**src/rtl/down_counter_arbiter_if.sv**
```systemverilog
// Request/grant/countdown bundle between timer clients and the shared
// down-counter arbiter. The clients drive the master side and the arbiter
// drives the slave side.
interface down_counter_arbiter_if #(
   parameter int N_REQ = 4,
   parameter int n     = 4
);
   localparam int ID_W = (N_REQ > 1) ? $clog2(N_REQ) : 1;

   logic [N_REQ-1:0]   req;
   logic [N_REQ*n-1:0] req_val;
   logic [N_REQ-1:0]   gnt;
   logic [N_REQ-1:0]   done;
   logic               busy;
   logic [ID_W-1:0]    cur_id;
   logic [n-1:0]       q;

   modport master (
      output req, req_val,
      input  gnt, done, busy, cur_id, q
   );

   modport slave (
      input  req, req_val,
      output gnt, done, busy, cur_id, q
   );
endinterface

```
**src/rtl/down_counter_arbiter.sv**
```systemverilog
// Shared down counter with round-robin arbitration. The winner's delay is
// loaded into the counter, counted down to 1 while its grant is held, and
// then acknowledged with a single-cycle done pulse. Dropping the winner's
// request while counting cancels the job without a done pulse.
module down_counter_arbiter #(
   parameter int N_REQ = 4,
   parameter int n     = 4
) (
   input  logic                  clk,
   input  logic                  rst,
   down_counter_arbiter_if.slave bus
);
   localparam int ID_W = (N_REQ > 1) ? $clog2(N_REQ) : 1;

   typedef enum logic [1:0] {
      IDLE  = 2'd0,
      COUNT = 2'd1,
      DONE  = 2'd2
   } state_t;

   state_t           state_r, state_s;
   logic [n-1:0]     q_r, q_s;
   logic [N_REQ-1:0] gnt_r, gnt_s;
   logic [N_REQ-1:0] done_r, done_s;
   logic             busy_r, busy_s;
   logic [ID_W-1:0]  cur_id_r, cur_id_s;
   logic [ID_W-1:0]  ptr_r, ptr_s;
   logic [ID_W-1:0]  win_s;
   logic [n-1:0]     win_val_s;

   // First set request bit scanning upward from just after the last winner.
   function automatic logic [ID_W-1:0] rr_pick(input logic [N_REQ-1:0] r,
                                                input logic [ID_W-1:0]  p);
      logic [ID_W-1:0] pick;
      logic            found;
      int              idx;
      pick  = '0;
      found = 1'b0;
      for (int k = 1; k <= N_REQ; k++) begin
         idx = (int'(p) + k) % N_REQ;
         if (!found && r[ID_W'(idx)]) begin
            pick  = ID_W'(idx);
            found = 1'b1;
         end
      end
      return pick;
   endfunction

   function automatic logic [N_REQ-1:0] onehot(input logic [ID_W-1:0] i);
      logic [N_REQ-1:0] v;
      v    = '0;
      v[i] = 1'b1;
      return v;
   endfunction

   assign win_s     = rr_pick(bus.req, ptr_r);
   assign win_val_s = bus.req_val[int'(win_s)*n +: n];

   // Next-state and next-output decode for the arbitration/count FSM.
   always_comb begin
      state_s  = state_r;
      q_s      = q_r;
      gnt_s    = gnt_r;
      done_s   = '0;
      cur_id_s = cur_id_r;
      ptr_s    = ptr_r;
      case (state_r)
         IDLE: begin
            if (|bus.req) begin
               cur_id_s = win_s;
               q_s      = win_val_s;
               if (win_val_s != '0) begin
                  state_s = COUNT;
                  gnt_s   = onehot(win_s);
               end else begin
                  // Zero delay completes immediately without a grant.
                  state_s = DONE;
                  gnt_s   = '0;
                  done_s  = onehot(win_s);
               end
            end else begin
               q_s   = '0;
               gnt_s = '0;
            end
         end
         COUNT: begin
            if (!bus.req[cur_id_r]) begin
               // Cancel outranks completion; no done for an aborted job.
               state_s = IDLE;
               q_s     = '0;
               gnt_s   = '0;
               ptr_s   = cur_id_r;
            end else if (q_r == n'(1)) begin
               state_s = DONE;
               q_s     = '0;
               gnt_s   = '0;
               done_s  = onehot(cur_id_r);
            end else begin
               q_s = q_r - n'(1);
            end
         end
         DONE: begin
            state_s = IDLE;
            q_s     = '0;
            gnt_s   = '0;
            ptr_s   = cur_id_r;
         end
         default: begin
            state_s = IDLE;
            q_s     = '0;
            gnt_s   = '0;
         end
      endcase
      busy_s = (state_s != IDLE);
   end

   // State and output registers; reset wins over any in-flight job.
   always_ff @(posedge clk) begin
      if (rst) begin
         state_r  <= IDLE;
         q_r      <= '0;
         gnt_r    <= '0;
         done_r   <= '0;
         busy_r   <= 1'b0;
         cur_id_r <= '0;
         ptr_r    <= ID_W'(N_REQ - 1);
      end else begin
         state_r  <= state_s;
         q_r      <= q_s;
         gnt_r    <= gnt_s;
         done_r   <= done_s;
         busy_r   <= busy_s;
         cur_id_r <= cur_id_s;
         ptr_r    <= ptr_s;
      end
   end

   assign bus.q      = q_r;
   assign bus.gnt    = gnt_r;
   assign bus.done   = done_r;
   assign bus.busy   = busy_r;
   assign bus.cur_id = cur_id_r;
endmodule

```
**src/flat_wrapper.sv**
```systemverilog
// flat-port wrapper written by rule: the top's interface ports become plain ports
module down_counter_arbiter_flat 
#(
   parameter int N_REQ = 4,
   parameter int n     = 4
)
  (clk, rst, bus_req, bus_req_val, bus_gnt, bus_done, bus_busy, bus_cur_id, bus_q);
  down_counter_arbiter_if #(.N_REQ(N_REQ), .n(n)) bus_i ();
  input  logic clk;
  input  logic rst;
  input wire logic [$bits(bus_i.req)-1:0] bus_req;
  input wire logic [$bits(bus_i.req_val)-1:0] bus_req_val;
  output wire logic [$bits(bus_i.gnt)-1:0] bus_gnt;
  output wire logic [$bits(bus_i.done)-1:0] bus_done;
  output wire logic [$bits(bus_i.busy)-1:0] bus_busy;
  output wire logic [$bits(bus_i.cur_id)-1:0] bus_cur_id;
  output wire logic [$bits(bus_i.q)-1:0] bus_q;
  assign bus_i.req = bus_req;
  assign bus_i.req_val = bus_req_val;
  assign bus_gnt = bus_i.gnt;
  assign bus_done = bus_i.done;
  assign bus_busy = bus_i.busy;
  assign bus_cur_id = bus_i.cur_id;
  assign bus_q = bus_i.q;
  down_counter_arbiter #(.N_REQ(N_REQ), .n(n)) u_core (.clk(clk), .rst(rst), .bus(bus_i));
endmodule
```
**config.mk**
```make
export PLATFORM = sky130hd
export DESIGN_NAME = down_counter_arbiter_flat
export DESIGN_NICKNAME = d
export VERILOG_FILES = /design/src/rtl/down_counter_arbiter_if.sv /design/src/rtl/down_counter_arbiter.sv /design/src/flat_wrapper.sv
export SDC_FILE = /design/constraint.sdc
export NUM_CORES = 1
export LEC_CHECK = 0
export ABC_AREA = 1
export CAP_MARGIN = 20
export CORE_MARGIN = 2
export CORE_UTILIZATION = 30
export CTS_CLUSTER_SIZE = 30
export DETAILED_ROUTE_END_ITERATION = 7
export GPL_TIMING_DRIVEN = 0
export PLACE_DENSITY = 0.65
export SLEW_MARGIN = 25
export SYNTH_ARGS = -nofsm -noshare
export SYNTH_HDL_FRONTEND = slang
export SYNTH_SLANG_ARGS = --single-unit
```
**constraint.sdc**
```tcl
create_clock -name clk -period 2.05 [get_ports clk]
set_clock_uncertainty 0.05 [all_clocks]
set_input_delay 0.205 -clock clk [delete_from_list [all_inputs] [get_ports clk]]
set_output_delay 0.205 -clock clk [all_outputs]
set_load 0.01 [all_outputs]
```
==> out/qor.yml <==
outcome:
  outcome: "finished with violations"
  violations: "negative setup slack"
critical_path:
  required_ns: 2.18
  cp-end-kind: "register"
  worstSetupPathType: "reg -> reg"
  crit_fanout: 8
  start_kind: "register"
  arrival_ns: 2.31
power:
  switching_power_mw: 2.383
  power_density_nw_per_um2: 2042
  leakage_nw: 1.083
  internal-power_mw: 2.248
  seq_power_share_pct: 13.2
  swShare_pct: 51.46
  p_total_mw: 4.632
  ir_drop_uv: 844.0
  power_frac_clock_pct: 5.5
  power_frac_comb_pct: 81.4
global_route:
  grt_pass1_wl_mm: 6.403
  grt_max_degree: 12
  first_global_vias: 1498
  antenna_found_initial: 0
  globalRouteOverflowTotal: 0
  grt_usage_pct: 14.87
sta:
  worst_slack_ns: -0.1213
  final.setup.tns_ns: -1.089
  fin_crit_sh_pct: 105.9
  slew_violations: 0
  rsz0062_at_grt: "yes"
  worst_pin_slew_ns: 0.5376
  finalSetupViolations: 12
  finalHoldViolations: 0
  layout_min_cycle_time_ns: 2.171
  max_clock_freq_mhz: 460.6
  relSlewSlack_pct: 64.16
synth:
  synthCells: 227
  yosysWarnings: 0
  synth.distinct_cells: 27
  ys_seq_area_share_pct: 26.74
  synth_top_area_share_pct: 26.74
  ys_top_cells_by_area: "dfxtp_1, nand2_1, inv_1, nand3_1, a21oi_1"
  avgSynthCellArea_um2: 6.267
  synth_seq_cells: 19
  syn_area_um2: 1423
  yosys.area.top_type: "dfxtp_1"
  syn_nets: 251
place:
  io_buffers: 36
  dp_hpwl_mm: 2.631
  place.gp.congestion: 0.8697
clock_tree:
  htreeDepth: 1
  cts_buffers: 3
  root_buffer: "clkbuf_8"
  clkSinkCount: 19
  clk_pin_slew_ns: 0.07
  cts.path.max_buffers: 2
  worst_skew_pair.late_latency_ns: 0.26
  cts_tree: "done"
layout:
  antenna_cells: 0
  fillers: 461
  fin_util_pct: 48.67
  multiInputGateArea_um2: 1082
  area_growth_pct: 59.46
  seqCellArea_um2: 387.9
  drive_above_1_share_pct: 31.80
  layout.nets: 308
job:
  max-cap-violations: 0
floorplan:
  start_util_pct: 30.52
  die-area_um2: 5309
  die_x_um: 72.86
  num_rows: 25
  io_pins: 37
  die_h_um: 72.86
  fp.coreArea_um2: 4661
detailed_routing:
  ant_nets: 0
  vias_per_cell: 4.620
  routedWlPerCell_um: 11.24
  dr.pass1.iters: 4
  wirelength_mm: 3.789
  drc: 0
  drt_iter0_drc: 40
  vias: 1557
hold_path:
  min_path_type: "reg -> reg"
[critical path, stage by stage (launching register included)]
cell and delay [ns]:
dfxtp_4 0.37, buf_12 0.15, nand2_4 0.08, nand2_4 0.06, nand2_4 0.07, nand2_4 0.08
nor2_8 0.15, nand4_4 0.11, buf_6 0.16, buf_4 0.13, nand3b_1 0.07, nand2_1 0.05
nand2_1 0.06, nand2_2 0.07, inv_2 0.07, nor2_4 0.04, nand2_4 0.08, nand3_1 0.10
a21oi_2 0.13
[flip-flops by register name, indices dropped and copies added (netlist names)]
signal,cells
u_core.bus.busy,1
u_core.bus.cur_id,2
u_core.bus.done,4
u_core.bus.gnt,4
u_core.bus.q,4
u_core.ptr_r,2
u_core.state_r,2
[placed cells by master, fill, tap and decap left out, drive strengths merged]
master,n
clkinv,1
nand2,86
inv,39
nor4,1
o22ai,2
xnor2,1
nand3b,4
clkbuf,4
o21ai,6
nor3,2
ha,2
dfxtp,19
buf,18
o21bai,1
nand3,26
xor2,1
nor2,14
clkdlybuf4s50,32
a21oi,17
dlygate4sd2,4
nand4,3
[logic make-up (layout without fill, tap and decap cells)]
group           Yosys count  in the layout  share of synthesized area, %
compound gates           26             26                         10.55
xor+xnor                  2              2                         1.232
fa+ha+maj                 2              2                         1.759
buf+inv                  42             98                         12.14
flops                    19             19                         26.74
simple gates            136            136                         47.58
[timing repair]
action,4_1_cts,5_1_grt
hold buffers,0,0
gates resized for setup,39,33
endpoints found under the hold margin,0,0
cloned,0,0
pin swaps,13,19
setup endpoints to repair,13,14
buffers inserted,10,6
[metal layers]
layer	global-route usage [%]	part of all wire, %
met1	18.67	46
met3	2.762	4.2
met2	26.36	49
met4	3.292	1.6
met5	0	0
[synth_stat cells]
master	n
nand4_1	2
o21ai_0	5
nand2_4	4
clkbuf_1	1
nand2_1	70
nor2_4	1
dfxtp_1	19
buf_6	2
o22ai_1	2
nand2_2	12
inv_2	5
nand3_2	1
nor2_2	1
o21bai_2	1
nand3_1	25
xnor2_1	1
a21oi_1	17
inv_1	34
nor4_1	1
nand4_4	1
ha_1	2
nor3_1	2
nor2_8	1
o21ai_4	1
nand3b_1	4
nor2_1	11
xor2_1	1
[final timing paths]
path / endpoint / from / slack, ns / depth (start not counted)
hold / removal: u_core.bus.gnt[1] / u_core.bus.gnt[1] / 0.42 / 2
hold reg to reg: u_core.bus.gnt[1] / u_core.bus.gnt[1] / 0.42 / 2
setup / recovery: u_core.bus.gnt[2] / u_core.ptr_r[0] / -0.12 / 18
setup reg to reg: u_core.bus.gnt[2] / u_core.ptr_r[0] / -0.12 / 18
[area by class of cell]
cell class,count,share of cell area [%]
Buffer,3,1.710
Clock buffer,3,1.820
Clock inverter,1,0.2206
Inverter,39,6.784
Multi-Input combinational cell,166,47.71
Sequential cell,19,17.10
Tap cell,54,2.978
Timing Repair Buffer,52,21.68
[through the flow]
stage,hold WS (ns),worst slack [ns],instance area (um^2),instances
finish,0.4242,-0.1213,2268,337
global route,0.4461,-0.2665,2268,337
CTS,0.4282,-0.05761,2102,331
detailed placement,0.4104,-0.5460,1851,317
global placement,0.4163,-0.5170,1851,317
floorplan,0.3112,0.007562,1423,227
[power groups by stage]
| stage | Clock [mW] | Combinational (mW) | Sequential (mW) |
|---|---|---|---|
| floorplan | 0 | 1.98 | 0.612 |
| global placement | 0 | 2.53 | 0.594 |
| detailed placement | 0 | 2.56 | 0.595 |
| CTS | 0.266 | 3.22 | 0.611 |
| global route | 0.278 | 4.15 | 0.626 |
| finish | 0.253 | 3.77 | 0.609 |
No activity file was read; power rests on OpenSTA's default activity.
